--- config.mk ---
export PLATFORM = sky130hd
export DESIGN_NAME = drone_cmd_sequencer
export DESIGN_NICKNAME = d
export VERILOG_FILES = /design/src/rtl/drone_cmd_sequencer_pkg.sv /design/src/rtl/drone_cmd_sequencer_rpm_window_check.sv /design/src/rtl/drone_cmd_sequencer.sv
export SDC_FILE = /design/constraint.sdc
export NUM_CORES = 1
export LEC_CHECK = 0
export ABC_AREA = 1
export BUFFER_PORTS_ARGS = -buffer_cell sky130_fd_sc_hd__buf_2
export CORE_MARGIN = 1.5
export CORE_UTILIZATION = 35
export DETAILED_ROUTE_END_ITERATION = 6
export GPL_ROUTABILITY_DRIVEN = 0
export MAX_ROUTING_LAYER = met4
export SLEW_MARGIN = 10
export SYNTH_ARGS = -nofsm -noshare
export SYNTH_HDL_FRONTEND = slang
export SYNTH_SLANG_ARGS = --single-unit
--- constraint.sdc ---
create_clock -name clk -period 7.4 [get_ports clk]
set_input_delay 1.48 -clock clk [delete_from_list [all_inputs] [get_ports clk]]
set_output_delay 1.48 -clock clk [all_outputs]
set_load 0.01 [all_outputs]
--- src/rtl/drone_cmd_sequencer_pkg.sv ---
// Shared types and constants for the drone command sequencer.
package drone_seq_pkg;

  typedef enum logic [2:0] {
    IDLE,
    FETCH,
    LOAD,
    SETTLE,
    CHECK,
    GAP,
    DONE
  } seq_state_e;

  typedef struct packed {
    logic [2:0] alt;
    logic [2:0] dir0;
    logic [2:0] dir1;
  } cmd_t;

  localparam int unsigned MOT_L   = 0;
  localparam int unsigned MOT_RT  = 1;
  localparam int unsigned MOT_F   = 2;
  localparam int unsigned MOT_RV  = 3;
  localparam int unsigned NUM_MOT = 4;

  localparam logic [2:0] HOVER_CMD = 3'b000;

  // Command word layout: [8:6]=alt, [5:3]=dir0, [2:0]=dir1.
  function automatic cmd_t unpack_cmd(input logic [11:0] w);
    return cmd_t'(w[8:0]);
  endfunction

  // Target word holds motor L in the top 16 bits down to Rv in the bottom.
  function automatic logic [15:0] tgt_field(input logic [63:0] w, input int unsigned m);
    return w[(MOT_RV - m)*16 +: 16];
  endfunction

endpackage

--- src/rtl/drone_cmd_sequencer_rpm_window_check.sv ---
// Signed window compare of one motor rpm against its target.
module rpm_window_check #(
  parameter int unsigned WINDOW = 6
) (
  input  logic [15:0] i_rpm,
  input  logic [15:0] i_tgt,
  output logic        o_fail
);

  localparam logic signed [16:0] W_POS = 17'(WINDOW);
  localparam logic signed [16:0] W_NEG = -W_POS;

  logic signed [16:0] w_diff;

  // 17-bit sign-extended difference cannot wrap; |d| == WINDOW passes.
  always_comb begin
    w_diff = $signed({i_rpm[15], i_rpm}) - $signed({i_tgt[15], i_tgt});
    o_fail = (w_diff > W_POS) || (w_diff < W_NEG);
  end

endmodule

--- src/rtl/drone_cmd_sequencer.sv ---
// Command master: plays LENMEM command/target entries from a sync-read ROM,
// holds each for a dwell, checks the four motor rpm values at dwell end.
// Build option: DRONE_SEQ_ABORT_EN -- first failing check ends the script.
module drone_cmd_sequencer
  import drone_seq_pkg::*;
#(
  parameter int unsigned LENMEM     = 106,
  parameter int unsigned WINDOW     = 6,
  parameter int unsigned SETTLE_CYC = 50,
  parameter int unsigned GAP_CYC    = 24,
  localparam int unsigned AW = (LENMEM > 1) ? $clog2(LENMEM) : 1
) (
  input  logic                 clk,
  input  logic                 reset,
  input  logic                 start,
  output logic [AW-1:0]        rom_addr,
  input  logic [11:0]          cmd_word,
  input  logic [63:0]          tgt_word,
  output logic [2:0]           altcmd,
  output logic [1:0][2:0]      dircmd,
  input  logic [3:0][15:0]     rpm_sense,
  output logic                 busy,
  output logic                 done,
  output logic                 fail_valid,
  output logic [3:0]           fail_mask,
  output logic [AW-1:0]        fail_idx,
  output logic [15:0]          err_count
);

  localparam int unsigned CNT_MAX = (SETTLE_CYC > GAP_CYC) ? SETTLE_CYC : GAP_CYC;
  localparam int unsigned CW      = $clog2(CNT_MAX + 1);

  localparam logic [CW-1:0] SETTLE_LAST = CW'(SETTLE_CYC - 1);
  localparam logic [CW-1:0] GAP_LAST    = CW'(GAP_CYC - 1);
  localparam logic [AW-1:0] LAST_IDX    = AW'(LENMEM - 1);

  seq_state_e          r_state;
  seq_state_e          w_next;
  logic [AW-1:0]       r_idx;
  logic [CW-1:0]       r_cnt;
  logic [3:0][15:0]    r_tgt;
  cmd_t                r_cmd;
  logic                r_fail_valid;
  logic [3:0]          r_fail_mask;
  logic [AW-1:0]       r_fail_idx;
  logic [15:0]         r_err;
  logic [3:0]          w_fail;
  logic                w_any_fail;
  logic                w_start_ok;
  logic                w_unused_bits;

  assign w_unused_bits = ^cmd_word[11:9];

  // One window checker per motor.
  for (genvar g = 0; g < NUM_MOT; g++) begin : g_mot
    rpm_window_check #(.WINDOW(WINDOW)) u_chk (
      .i_rpm  (rpm_sense[g]),
      .i_tgt  (r_tgt[g]),
      .o_fail (w_fail[g])
    );
  end

  assign w_any_fail = |w_fail;
  assign w_start_ok = start && ((r_state == IDLE) || (r_state == DONE));

  // State register.
  always_ff @(posedge clk or posedge reset) begin
    if (reset) r_state <= IDLE;
    else       r_state <= w_next;
  end

  // Next-state logic and status outputs.
  always_comb begin
    w_next = r_state;
    busy   = 1'b0;
    done   = 1'b0;
    unique case (r_state)
      IDLE:   if (start) w_next = FETCH;
      FETCH:  begin busy = 1'b1; w_next = LOAD; end
      LOAD:   begin busy = 1'b1; w_next = SETTLE; end
      SETTLE: begin
        busy = 1'b1;
        if (r_cnt == SETTLE_LAST) w_next = CHECK;
      end
      CHECK: begin
        busy = 1'b1;
`ifdef DRONE_SEQ_ABORT_EN
        w_next = w_any_fail ? DONE : GAP;
`else
        w_next = GAP;
`endif
      end
      GAP: begin
        busy = 1'b1;
        if (r_cnt == GAP_LAST) w_next = (r_idx == LAST_IDX) ? DONE : FETCH;
      end
      DONE: begin
        done = 1'b1;
        if (start) w_next = FETCH;
      end
      default: w_next = IDLE;
    endcase
  end

  // Datapath: entry index, dwell counter, command/target latches, fail log.
  always_ff @(posedge clk or posedge reset) begin
    if (reset) begin
      r_idx        <= '0;
      r_cnt        <= '0;
      r_tgt        <= '0;
      r_cmd        <= '{alt: HOVER_CMD, dir0: HOVER_CMD, dir1: HOVER_CMD};
      r_fail_valid <= 1'b0;
      r_fail_mask  <= '0;
      r_fail_idx   <= '0;
      r_err        <= '0;
    end else begin
      r_fail_valid <= 1'b0;
      if (w_start_ok) begin
        r_idx <= '0;
        r_err <= '0;
      end
      case (r_state)
        LOAD: begin
          r_cmd <= unpack_cmd(cmd_word);
          for (int unsigned m = 0; m < NUM_MOT; m++) r_tgt[m] <= tgt_field(tgt_word, m);
          r_cnt <= '0;
        end
        SETTLE: r_cnt <= (r_cnt == SETTLE_LAST) ? '0 : r_cnt + 1'b1;
        CHECK: begin
          if (w_any_fail) begin
            r_fail_valid <= 1'b1;
            r_fail_mask  <= w_fail;
            r_fail_idx   <= r_idx;
            if (r_err != '1) r_err <= r_err + 1'b1;
          end
        end
        GAP: begin
          if (r_cnt == GAP_LAST) begin
            r_cnt <= '0;
            if (r_idx != LAST_IDX) r_idx <= r_idx + 1'b1;
          end else begin
            r_cnt <= r_cnt + 1'b1;
          end
        end
        default: ;
      endcase
      // Entering DONE (normal end or abort) returns the commands to hover.
      if (w_next == DONE) r_cmd <= '{alt: HOVER_CMD, dir0: HOVER_CMD, dir1: HOVER_CMD};
    end
  end

  assign rom_addr   = r_idx;
  assign altcmd     = r_cmd.alt;
  assign dircmd[0]  = r_cmd.dir0;
  assign dircmd[1]  = r_cmd.dir1;
  assign fail_valid = r_fail_valid;
  assign fail_mask  = r_fail_mask;
  assign fail_idx   = r_fail_idx;
  assign err_count  = r_err;

endmodule

==> results of run 1 <==
==> cell usage in the layout, fill, tap and decap left out, types with 5 or more instances in the layout <==
master | netlist | layout
a21oi_1 | 47 | 47
and2_1 | 11 | 11
buf_2 | 3 | 185
clkbuf_16 | 0 | 17
clkinvlp_4 | 0 | 5
dfrtp_1 | 117 | 117
ha_1 | 69 | 69
inv_1 | 318 | 317
nand2_1 | 641 | 641
nand2_2 | 13 | 13
nand3_1 | 150 | 150
nand3b_1 | 6 | 6
nand4_1 | 51 | 51
nor2_1 | 130 | 129
nor2_2 | 5 | 5
nor3_1 | 21 | 21
nor4_1 | 5 | 5
o21ai_0 | 84 | 84
o21ai_2 | 13 | 13
xor2_1 | 11 | 11
==> path summary, 6_finish.rpt <==
path	to	slack, ns	cells past startpoint
worst max-delay path	fail_mask[3]	3.39	22
worst min-delay path	fail_mask[3]	0.47	2
worst max register to register	fail_mask[3]	4.14	18
worst min register to register	fail_mask[3]	0.47	2
max in group asynchronous	err_count[4]	4.85	3
min in group asynchronous	r_tgt[41]	1.15	2
==> metrics by stage <==
step	util	total power [mW]	hold slack (ns)
4_1_cts	0.420	4.96	0.478
6_report	0.420	4.92	0.473
2_1_floorplan	-	3.36	0.446
5_1_grt	0.420	5.50	0.497
3_5_place_dp	0.401	4.08	0.461
3_3_place_gp	0.401	4.01	0.460
==> power groups by stage <==
stage          clock (mW)  combinational [mW]  sequential, mW
6_report            0.851                3.10           0.968
5_1_grt             0.896                3.61           0.997
4_1_cts             0.874                3.12           0.971
3_5_place_dp            0                3.10           0.981
3_3_place_gp            0                3.03           0.977
2_1_floorplan           0                2.38           0.982
==> area by class of cell <==
type | count | area, um2 | area share
clock buffers | 17 | 425 | 0.0341
inverters | 322 | 1210 | 0.0970
repair buffers | 188 | 948 | 0.0759
flip-flops and latches | 117 | 2930 | 0.234
well taps | 390 | 488 | 0.0391
multi-input cells | 1283 | 6330 | 0.507
clock inverters | 15 | 156 | 0.0125
diodes | 1 | 2.50 | 0.000200
==> layer usage <==
metal / track usage / wire length (um)
met1: 0.251 / 14100
met5: - / 0
met4: 0.0558 / 425
met2: 0.334 / 14100
met3: 0.0290 / 1120
==> worst max-delay path: cells and delay by family <==
family,cells,cell delay (ns)
AND/OR/NAND/NOR,15,1.79
adder cells (fa/ha/maj),2,0.57
buffers and inverters,5,0.48
==> state kept, by name, indices dropped and copies added (netlist names) <==
name        cells
r_tgt          64
err_count      16
fail_idx        7
rom_addr        7
dircmd          6
r_cnt           6
fail_mask       4
altcmd          3
r_state         3
fail_valid      1
==> cells by family after synthesis <==
family                   count (synthesis)  synth area share
AND/OR/NAND/NOR                       1040             0.414
buffers and inverters                  347             0.127
AO/OA/AOI/OAI                          158            0.0836
flip-flops                             117             0.276
adder cells (fa/ha/maj)                 73            0.0890
XOR/XNOR                                12           0.00992
==> metrics.md, run 1 <==
| Metric | Value |
|---|---|
| Residual DRC | 0 |
| Synth Register Bits | 117 |
| Setup crit start | rpm_sense[48] |
| Distinct cells, synth | 38 |
| Core region area | just under 0.03 mm2 |
| Number of synthesized flops with an enable pin | 0 |
| H-tree depth | 4 |
| Area delta synth->final | 17.9% |
| TritonRoute pass-1 iters | 5 |
| Final ANT Viol Nets | 0 |
| Cell repeated most along the worst path | nand2_1 |
| Setup violations, final | 0 |
| Final worst-path cycle share | 0.543 |
| Place WS | 2.90 ns |
| Post-CTS Setup Repair Bufs | 0 |
| YS warnings | 0 |
| Synth cell count leaders | nand2_1 (641), inv_1 (318), nand3_1 (150) |
| Worst hold path class | flip-flop to flip-flop |
| Top_reg_cell synth | dfrtp_1 |
| Iter 0 DRT Violations | 611 |
| Gr ovfl total | 0 |
| Worst R2R Start | r_tgt[0] |
| I/O Buffers | 185 |
| Die Ht | 177 um |
| Root Buffer | clkbuf_16 |
| Relative slew slack | 0.321 |
| WL/cell | 12.8 um |
| Critical Path, Cell by Cell | buf_2 -> inv_1 -> ha_1 -> fa_1 -> inv_1 -> nand3_1 -> nand2_1 -> nand3_1 -> nand3_1 -> nand2_1 -> nand2_1 -> nand2_1 -> nor2_1 -> nand4_1 -> nand2_1 -> nand2_1 -> inv_2 -> nand2_4 -> nand2_4 -> inv_1 -> nand2_1 -> nand2_1 |
| CP Data Arrival Time | 4.35 ns |
| Sequential fraction of the synthesis area | 0.276 |
| Final Non-Filler Cells | approximately 2300 |
| Largest cells by area after synthesis | dfrtp_1 (28%), nand2_1 (23%), inv_1 (11%) |
| Ports | 189 |
| Nets | roughly 2100 |
| Max-cap check violation count | 0 |
| Total Routing Usage GR | 0.200 |
| Transition time at the pin with the least slew margin | 1.02 ns |
| Sw frac | 0.510 |
| Share of layout cells above drive strength 1 | 0.139 |
| Synth Area per Inst | around 6.1 um2 |
| Placed cell count | 2300 |
| Initial Util | 0.357 |
| Placed cell area | 0.0119 mm2 |
| RSZ-0062 raised after global routing | false |
| Initial antenna violation count | 2 |
| Clock Skews | 0.0112 ns |
| Post-Syn Area | 0.0106 mm2 |
| Die Span X | 177 um |
| Pwr per Cell Area | 394 mW/mm2 |
| Yosys top cell area share | 0.276 |
| Hold Buf Count CTS | 0 |
| Synth Instances | 1747 |
| Critical path's slowest cell | fa_1 |
| Comb power frac | 0.631 |
| Hold path start | fail_mask[3] |
| WP data required | 7.73 ns |
| Crit Path Max Fanout | 32 |
| Total die area | 0.0313 mm2 |
| Run status | complete, no violations |
| Flop pwr share | 0.197 |
| Row cnt | 63 |
| Clock power share | 0.173 |
| Skew-Pair Late Insertion Delay | 0.45 ns |
| Final WL | slightly below 30000 um |
| CTS tree | done |
| Pins Over Slew Limit | 0 |
| Worst Setup Slack, final | 3.39 ns |
| Num Clock Sinks | 117 |
| Mapped Nets | 1963 |
| Via count | about 11000 |
| Startpoint types | input port |
| Setup TNS | 0 ns |
| Clock transition at path regs | 0.06 ns |
| Final hold viol count | 0 |
| Leak | a little over 7 nW |
| Crit end category | flip-flop |
| Post-CTS Resized | 0 |
| Min Tclk post-route | 4.01 ns |
| Area leader, netlist | dfrtp_1 |
| Final instance area | 0.0125 mm2 |
| Cell with the most instances after synthesis | nand2_1 |
| HPWL Detailed | 23400 um |
| Maximum vdd drop | 172 uV |
| Switching power | ~2.5 mW |
| Vias in the first global route | 10400 |
| Internal power | 2.41 mW |
| Clock Tree Buf Depth | 2 |
| Fmax | 249 MHz |
| Async S/R FF share, synth | 1.00 |
| CP max stage delay | about 0.36 ns |
| Fillers | 3217 |
| CP Class | input port to flip-flop |
| First-pass GRT wire length | 48600 um |
| Total CTS buffers | 17 |
| Largest net degree at the start of global routing | around 120 |
| Via/cell ratio | 4.72 |
No activity file was read; power rests on OpenSTA's default activity.
==> inputs of run 2 (changes only) <==
clock period = 4.1 ns   (was 7.4 ns; I/O delays follow)
==> run 2 against run 1 <==
- global-route usage about the same
- routed wire length decreased by 1.2%
- power increased by 80%
- via count increased by 0.44%
- non-clock buffer count increased by 1
- clock skew decreased by 0.0025 ns
- register-to-register slack got worse by 3.3 ns
- final area increased by 0.13%
- sequential share of layout area about the same
- clock-buffer cell count increased by 3
- die area unchanged
- worst setup slack got worse by 2.6 ns
- critical path type unchanged
==> metrics.md, run 2 (synthesized netlist as in run 1, its figures left out) <==
| Metric | Value |
|---|---|
| Total Routing Usage GR | 0.200 (about the same) |
| Initial Util | 0.357 (unchanged) |
| Via count | 11100 (+0.44%) |
| Startpoint types | input port |
| Total die area | 0.0313 mm2 (unchanged) |
| CP Class | input port to flip-flop |
| Skew-Pair Late Insertion Delay | 0.43 ns (-0.02 ns) |
| Gr ovfl total | 0 (unchanged) |
| Hold Buf Count CTS | 0 (unchanged) |
| Clock transition at path regs | 0.06 ns (about the same) |
| Setup violations, final | 0 (unchanged) |
| Clock Skews | 0.00869 ns (-0.00248 ns) |
| Leak | 7.22 nW (+0.12%) |
| Pins Over Slew Limit | 0 (unchanged) |
| Num Clock Sinks | 117 (unchanged) |
| Die Ht | 177 um (unchanged) |
| Final ANT Viol Nets | 0 (unchanged) |
| Residual DRC | 0 (unchanged) |
| Final hold viol count | 0 (unchanged) |
| Fillers | 3178 (-1.2%) |
| Final Non-Filler Cells | 2334 (+0.043%) |
| Reg with most FFs | r_tgt |
| Area delta synth->final | 18.0% |
| Share of layout cells above drive strength 1 | 0.138 (-0.000586) |
| Maximum vdd drop | 414 uV (+140%) |
| Post-CTS Resized | 0 (unchanged) |
| Most frequent cells in the layout | nand2_1 (641), inv_1 (317), buf_2 (185), nand3_1 (150), nor2_1 (129) |
| Place WS | 0.311 ns (-2.59 ns) |
| RSZ-0062 raised after global routing | false |
| WP data required | 4.42 ns (-3.31 ns) |
| I/O Buffers | 185 (unchanged) |
| Total CTS buffers | 17 (unchanged) |
| Min Tclk post-route | 3.32 ns |
| Iter 0 DRT Violations | 597 (-2.3%) |
| Via/cell ratio | 4.73 (+0.39%) |
| Initial antenna violation count | 2 (unchanged) |
| Final worst-path cycle share | 0.809 |
| WL/cell | 12.6 um (-1.2%) |
| Post-CTS Setup Repair Bufs | 0 (unchanged) |
| Max-cap check violation count | 0 (unchanged) |
| Fmax | approximately 300 MHz |
| Number of flip-flops in the largest register | 64 (unchanged) |
| Run status | complete, no violations |
| H-tree depth | 4 (unchanged) |
| Crit end category | flip-flop |
| HPWL Detailed | 23400 um (about the same) |
| Ports | 189 (unchanged) |
| Transition time at the pin with the least slew margin | 1.00 ns (-0.0188 ns) |
| Final WL | 29400 um (-1.2%) |
| CP Data Arrival Time | 3.64 ns (-0.71 ns) |
| Die Span X | 177 um (unchanged) |
| CTS tree | done |
| Nets | 2146 (+0.047%) |
| Relative slew slack | 0.334 (+0.0126) |
| Core region area | 0.0297 mm2 (unchanged) |
| Placed cell count | 2301 (+0.043%) |
| Row cnt | 63 (unchanged) |
| Hold slack | 0.381 ns (-0.0921 ns) |
| Pwr per Cell Area | 708 mW/mm2 (+80%) |
| Clock Tree Buf Depth | 2 (unchanged) |
| Worst Setup Slack, final | 0.781 ns (-2.60 ns) |
| Root Buffer | clkbuf_16 |
| Crit Path Max Fanout | 31 (-3.1%) |
| TritonRoute pass-1 iters | 5 (unchanged) |
| Setup TNS | 0 ns (unchanged) |
| First-pass GRT wire length | 49000 um (+0.77%) |
| Worst hold path class | input port to asynchronous set/reset pin |
| Largest net degree at the start of global routing | 115 (unchanged) |
| Commonest non-fill, non-tap cell in the layout | nand2_1 |
| Vias in the first global route | 10500 (+1.1%) |
-- run 2: path summary, 6_finish.rpt --
| kind | start | slack (ns) | cells past startpoint | end |
|---|---|---|---|---|
| min in group clk | fail_mask[3] | 0.48 | 2 | fail_mask[3] |
| max reg2reg | r_tgt[0] | 0.88 | 18 | fail_idx[0] |
| max | rpm_sense[48] | 0.78 | 22 | fail_idx[0] |
| max in group asynchronous | reset | 2.90 | 3 | r_tgt[4] |
| min | reset | 0.38 | 2 | r_tgt[41] |
| min reg2reg | fail_mask[3] | 0.48 | 2 | fail_mask[3] |
-- run 2: critical path, cell delays in order --
cell	delay, ns
buf_2	0.07
inv_1	0.03
ha_1	0.22
fa_1	0.37
inv_1	0.15
nand3_1	0.13
nand2_1	0.17
nand3_1	0.12
nand3_1	0.09
nand2_1	0.06
nand2_1	0.10
nand2_1	0.06
nor2_1	0.14
nand4_1	0.10
nand2_1	0.10
nand2_1	0.07
inv_2	0.09
nand2_4	0.13
nand2_4	0.33
inv_1	0.13
nand2_1	0.08
nand2_1	0.05
-- run 2: power by group --
group | internal [mW] | leakage [nW] | switching (mW)
Clock | 0.909 | 0.272 | 0.601
Combinational | 1.88 | 5.45 | 3.71
Sequential | 1.57 | 1.50 | 0.178
-- run 2: area by class of cell --
class / count / area [um2] / share of cell area
multi-input cells: 1283 / 6330 / 0.506
flip-flops and latches: 117 / 2930 / 0.234
inverters: 322 / 1210 / 0.0968
repair buffers: 189 / 968 / 0.0774
well taps: 390 / 488 / 0.0390
clock buffers: 20 / 447 / 0.0357
clock inverters: 12 / 131 / 0.0105
diodes: 1 / 2.50 / 0.000200
-- run 2: routing by layer --
metal,up-vias,track usage,part of all wire,wire length [um]
met4,0,0.0699,0.022,658
met2,208,0.331,0.47,13800
li1,5849,-,-,-
met5,-,-,0,0
met1,4957,0.249,0.47,13900
met3,37,0.0266,0.035,1030
-- run 2: metrics by stage --
step	utilization	instance area [um2]	total power [mW]
CTS	0.421	12500	8.93
detailed placement	0.401	11900	7.37
floorplan	-	10600	6.06
global route	0.421	12500	9.95
global placement	0.401	11900	7.24
finish	0.421	12500	8.86
